### config.mk
export PLATFORM = sky130hd
export DESIGN_NAME = regfile_mp
export DESIGN_NICKNAME = d
export VERILOG_FILES = /design/src/rtl/regfile_mp.sv
export SDC_FILE = /design/constraint.sdc
export NUM_CORES = 2
export LEC_CHECK = 0
export ABC_AREA = 1
export CORE_UTILIZATION = 25
export CTS_CLUSTER_DIAMETER = 80
export DETAILED_ROUTE_END_ITERATION = 16
export SLEW_MARGIN = 20
export SYNTH_ARGS = -nofsm -noshare
export SYNTH_HDL_FRONTEND = slang
export SYNTH_SLANG_ARGS = --single-unit
### constraint.sdc
create_clock -name clk -period 49.2 [get_ports clk]
set_input_delay 14.76 -clock clk [delete_from_list [all_inputs] [get_ports clk]]
set_output_delay 14.76 -clock clk [all_outputs]
set_load 0.01 [all_outputs]
### src/rtl/regfile_mp.sv
// ============================================================================
//  Module      : regfile_mp
//  Description : Parametrised register file with NREAD combinational read
//                ports, one synchronous write port, hardwired-zero register 0
//                and a sequential clear engine that zeroes registers
//                1..DEPTH-1, one per clock.
//  Options     : REGFILE_BYPASS_EN - when defined, a write in flight is
//                forwarded to any read port addressing the same register
//                (write-first). Undefined: reads show stored contents only.
//  Ports       : clk    - clock, all state updates on rising edge
//                reset  - asynchronous active-high reset
//                we/wa/wd - write enable / address / data
//                ra     - NREAD packed read addresses (port i at i*AW)
//                rd     - NREAD packed read data (port i at i*WIDTH)
//                clr    - request sequential clear of registers 1..DEPTH-1
//                busy   - clear engine active (state flop)
//                wdrop  - a requested write is being ignored (busy)
//  Revision    : 1.0 - initial release
// ============================================================================
`default_nettype none

module regfile_mp #(
    parameter int  WIDTH = 32,
    parameter int  DEPTH = 32,
    parameter int  NREAD = 2,
    localparam int AW    = $clog2(DEPTH)
) (
    input  logic                   clk,
    input  logic                   reset,
    input  logic                   we,
    input  logic [AW-1:0]          wa,
    input  logic [WIDTH-1:0]       wd,
    input  logic [NREAD*AW-1:0]    ra,
    output logic [NREAD*WIDTH-1:0] rd,
    input  logic                   clr,
    output logic                   busy,
    output logic                   wdrop
);

    typedef enum logic [0:0] {
        IDLE  = 1'b0,
        CLEAR = 1'b1
    } state_t;

    localparam logic [AW-1:0] LAST_IDX = AW'(DEPTH - 1);

    state_t           state;
    logic [AW-1:0]    ci;
    logic [WIDTH-1:0] regs [DEPTH];
    logic             wr_en;

    // busy comes straight from the state flop, so it is glitch-free.
    assign busy  = (state == CLEAR);
    assign wdrop = we & busy;
    // Register 0 is never written; writes are locked out while clearing.
    assign wr_en = we & ~busy & (wa != '0);

    always_ff @(posedge clk or posedge reset) begin
        if (reset) begin
            state <= IDLE;
            ci    <= '0;
            for (int k = 0; k < DEPTH; k++) begin
                regs[k] <= '0;
            end
        end else begin
            case (state)
                IDLE: begin
                    // The edge that accepts clr clears nothing yet.
                    if (clr) begin
                        state <= CLEAR;
                        ci    <= AW'(1);
                    end
                end
                CLEAR: begin
                    regs[ci] <= '0;
                    // ci wraps to 0 after the last register (DEPTH is 2^AW).
                    ci       <= ci + 1'b1;
                    if (ci == LAST_IDX) begin
                        state <= IDLE;
                    end
                end
                default: begin
                    state <= IDLE;
                end
            endcase
            // wr_en is never active in CLEAR, so this cannot collide with
            // the clear write above.
            if (wr_en) begin
                regs[wa] <= wd;
            end
        end
    end

    for (genvar i = 0; i < NREAD; i++) begin : g_rd
        logic [AW-1:0]    addr;
        logic [WIDTH-1:0] data;

        assign addr = ra[i*AW +: AW];

        always_comb begin
            data = (addr == '0) ? '0 : regs[addr];
`ifdef REGFILE_BYPASS_EN
            // wr_en already excludes address 0 and dropped writes.
            if (wr_en && (addr == wa)) begin
                data = wd;
            end
`endif
        end

        assign rd[i*WIDTH +: WIDTH] = data;
    end

endmodule

`default_nettype wire

==> flow_metrics.env <==
export IMPL_postSynth_asyncResetShare_pct=100
export IMPL_synth_ff_type="dfrtp_1"
export IMPL_synth_edf_count=0
export IMPL_synth_top_family_by_area="simple AND/OR/NAND/NOR gates"
export IMPL_row_count=178
export IMPL_io_buffers=116
export IMPL_core_um2=235000
export IMPL_setup_viol=0
export IMPL_synth_cells=8590
export IMPL_root_buffer="clkbuf_16"
export IMPL_ys_ff_latch=1030
export IMPL_drcViolationCount=0
export IMPL_synthXorXnorAreaFrac_pct=0
export IMPL_final_core_util_pct=28.0
export IMPL_die_w_um=488
export IMPL_seq_power_share_pct=43.3
export IMPL_worst_pin_slew_ns=1.28
export IMPL_grt_first_pass_wirelength_mm=388
export IMPL_drive_gt1_share_pct=4.92
export IMPL_cts_sinks=1030
export IMPL_drt_iter0_drc=8733
export IMPL_synthesis_nets=8648
export IMPL_layout_common_cells="2685 x nand2_1, 2268 x nand3_1, 1073 x o21ai_0"
export IMPL_detail_route_antenna_nets=0
export IMPL_vias_per_cell=5.43
export IMPL_post_cts_resized=0
export IMPL_cts_setup_buffers=0
export IMPL_clockPowerShare_pct=34.3
export IMPL_combPwrFrac_pct=22.4
export IMPL_fp_dieH_um=488
export IMPL_synthSimpleGateAreaFrac_pct=38.9
export IMPL_grt_pass1_vias=57200
export IMPL_insertion_delay_ns=0.76
export IMPL_cts_buffers=107
export IMPL_syn_to_final_growth_pct=11.1
export IMPL_ir_drop_mv=0.0278
export IMPL_synth_area_um2=59200
export IMPL_p_per_area_nw_per_um2=37.7
export IMPL_p_leak_nw=28.5
export IMPL_critPathKind="primary input to output port"
export IMPL_dieArea_um2=239000
export IMPL_synthMuxAreaShare_pct=0
export IMPL_worstSetupStartpointType="primary input"
export IMPL_antenna_found_initial=6
export IMPL_hp_class="flop to flop"
export IMPL_overflow=0
export IMPL_fillers=25900
export IMPL_maxSlewHeadroom_pct=14.7
export IMPL_fmax_mhz=28.7
export IMPL_dp_slack_ns=14.66
export IMPL_finalCriticalPeriod_ns=34.80
export IMPL_critPathCaptureType="output port"
export IMPL_cp_max_fo=134
export IMPL_ys_seq_area_share_pct=43.6
export IMPL_outcome="completed"
export IMPL_placed_cell_area_um2=62200
export IMPL_worst_slack_ns=14.40
export IMPL_switching_share_pct=34.7
export IMPL_final_setup_tns_ns=0
export IMPL_switching_power_mw=0.862
export IMPL_power_internal_mw=1.62
export IMPL_hold_viol_final=0
export IMPL_initial_utilization_pct=25.2
export IMPL_drt_pass1_iterations=9
export IMPL_layout_commonest_cell="nand2_1"
export IMPL_wl_per_cell_um=23.0
export IMPL_cts_htree_levels=3
export IMPL_slew_viol_final=0
export IMPL_ctsLongestPathBuffers=3
export IMPL_yosysWarningCount=0
export IMPL_worst_ep_required_time_ns=34.44
export IMPL_io_pins=117
export IMPL_cts_reportedPaths_clkPinSlew_ns=0.06
export IMPL_post_route_cell_area_um2=65700
export IMPL_synth_adder_area_share_pct=0.148
export IMPL_cts_tree="built"
export IMPL_syn_avg_cell_area_um2=6.89
export IMPL_finalWirelength_mm=261
export IMPL_cts_hold_buf=0
export IMPL_synthDistinctLibCells=27
export IMPL_fin_crit_sh_pct=70.7
export IMPL_rsz0062_at_grt="false"
export IMPL_drv_cap=0
export IMPL_hpwlAfterDp_mm=139
export IMPL_crit_arrival_ns=20.04
export IMPL_gp_congestion=0.900
export IMPL_finalClockSkew_ns=0.0307
export IMPL_grt_max_degree=168
export IMPL_synth_compound_area_share_pct=10.6
export IMPL_grt_use_total_pct=21.4
export IMPL_num_vias=61700
export IMPL_nets=8191
flip-flops by register name (all words and copies together) (netlist names):
| signal | flops |
|---|---|
| ci | 5 |
| regs | 1024 |
| busy | 1 |
path summary, 6_finish.rpt:
path | cells after the start | from | slack [ns] | end
min in group asynchronous | 2 | reset | 14.61 | regs[249]$_DFF_PP0_
worst min-delay path | 2 | regs[1013]$_DFF_PP0_ | 0.50 | regs[1013]$_DFF_PP0_
max in group asynchronous | 5 | reset | 31.30 | regs[50]$_DFF_PP0_
worst max register to register | 7 | busy$_DFF_PP0_ | 46.28 | regs[432]$_DFF_PP0_
worst max-delay path | 13 | ra[5] | 14.40 | rd[52]
worst min register to register | 2 | regs[1013]$_DFF_PP0_ | 0.50 | regs[1013]$_DFF_PP0_
power by group through the flow:
stage / Clock [mW] / Sequential (mW) / Combinational, mW
6_report: 0.851 / 1.08 / 0.555
5_1_grt: 0.889 / 1.09 / 0.608
2_1_floorplan: 0 / 1.06 / 0.357
3_3_place_gp: 0 / 1.09 / 0.536
4_1_cts: 0.860 / 1.07 / 0.543
3_5_place_dp: 0 / 1.08 / 0.541
metrics by stage:
| step | cells | power (mW) | hold slack (ns) |
|---|---|---|---|
| 3_5_place_dp | 11200 | 1.63 | 0.479 |
| 2_1_floorplan | 8590 | 1.42 | 0.458 |
| 3_3_place_gp | 11200 | 1.62 | 0.478 |
| 6_report | 11400 | 2.48 | 0.500 |
| 5_1_grt | 11400 | 2.59 | 0.525 |
| 4_1_cts | 11400 | 2.47 | 0.495 |
synthesized netlist by cell type (2+ instances only):
| master | count | area share (%) |
|---|---|---|
| o21ai_0 | 1073 | 9.1 |
| a21oi_1 | 97 | 0.82 |
| buf_6 | 18 | 0.34 |
| buf_2 | 96 | 0.81 |
| inv_1 | 151 | 0.96 |
| buf_1 | 73 | 0.46 |
| inv_2 | 2 | 0.013 |
| o21ai_1 | 4 | 0.034 |
| clkinv_1 | 4 | 0.025 |
| ha_1 | 7 | 0.15 |
| dfrtp_1 | 1030 | 44 |
| nand2_1 | 2710 | 17 |
| o22ai_1 | 64 | 0.68 |
| clkbuf_2 | 14 | 0.12 |
| nor2_1 | 305 | 1.9 |
| nand2_2 | 15 | 0.16 |
| nor3_1 | 10 | 0.085 |
| clkbuf_1 | 613 | 3.9 |
| buf_4 | 9 | 0.11 |
| nand3_1 | 2274 | 19 |
| nor2_2 | 3 | 0.032 |
| nor3_2 | 5 | 0.085 |
| nand3_2 | 9 | 0.15 |
cell families after synthesis:
kind of cell | count (synthesis)
adders and majority gates | 7
DFF | 1030
buffers and inverters | 981
AOI/OAI and AO/OA | 1238
and+or+nand+nor | 5334
layer usage:
layer,vias up,wire [um],track usage (%)
met5,-,13,0
met4,2,20400,15.0
li1,27700,-,-
met2,3784,116000,33.5
met1,29300,99700,26.5
met3,886,25400,3.75
critical path, cell delays in order:
cell	delay (ns)
buf_8	0.21
inv_8	0.72
buf_4	0.93
buf_4	0.85
nand2_1	0.12
nand3_1	0.11
nand3_1	0.09
nand2_1	0.10
nand2_1	0.05
nand3_1	0.10
nand2_1	0.06
nor2_1	0.78
clkdlybuf4s50_1	0.70
final cells by class:
class | instances | area [um^2] | area share [%]
multi-input combinational | 6579 | 29500 | 44.9
sequential | 1030 | 25800 | 39.2
tap | 3150 | 3940 | 5.99
clock buffer | 150 | 3120 | 4.75
timing repair buffer | 257 | 2300 | 3.50
inverter | 158 | 647 | 0.984
clock inverter | 40 | 432 | 0.657
antenna | 1 | 2.50 | 0.00381
(Power assumes the default switching activity.)
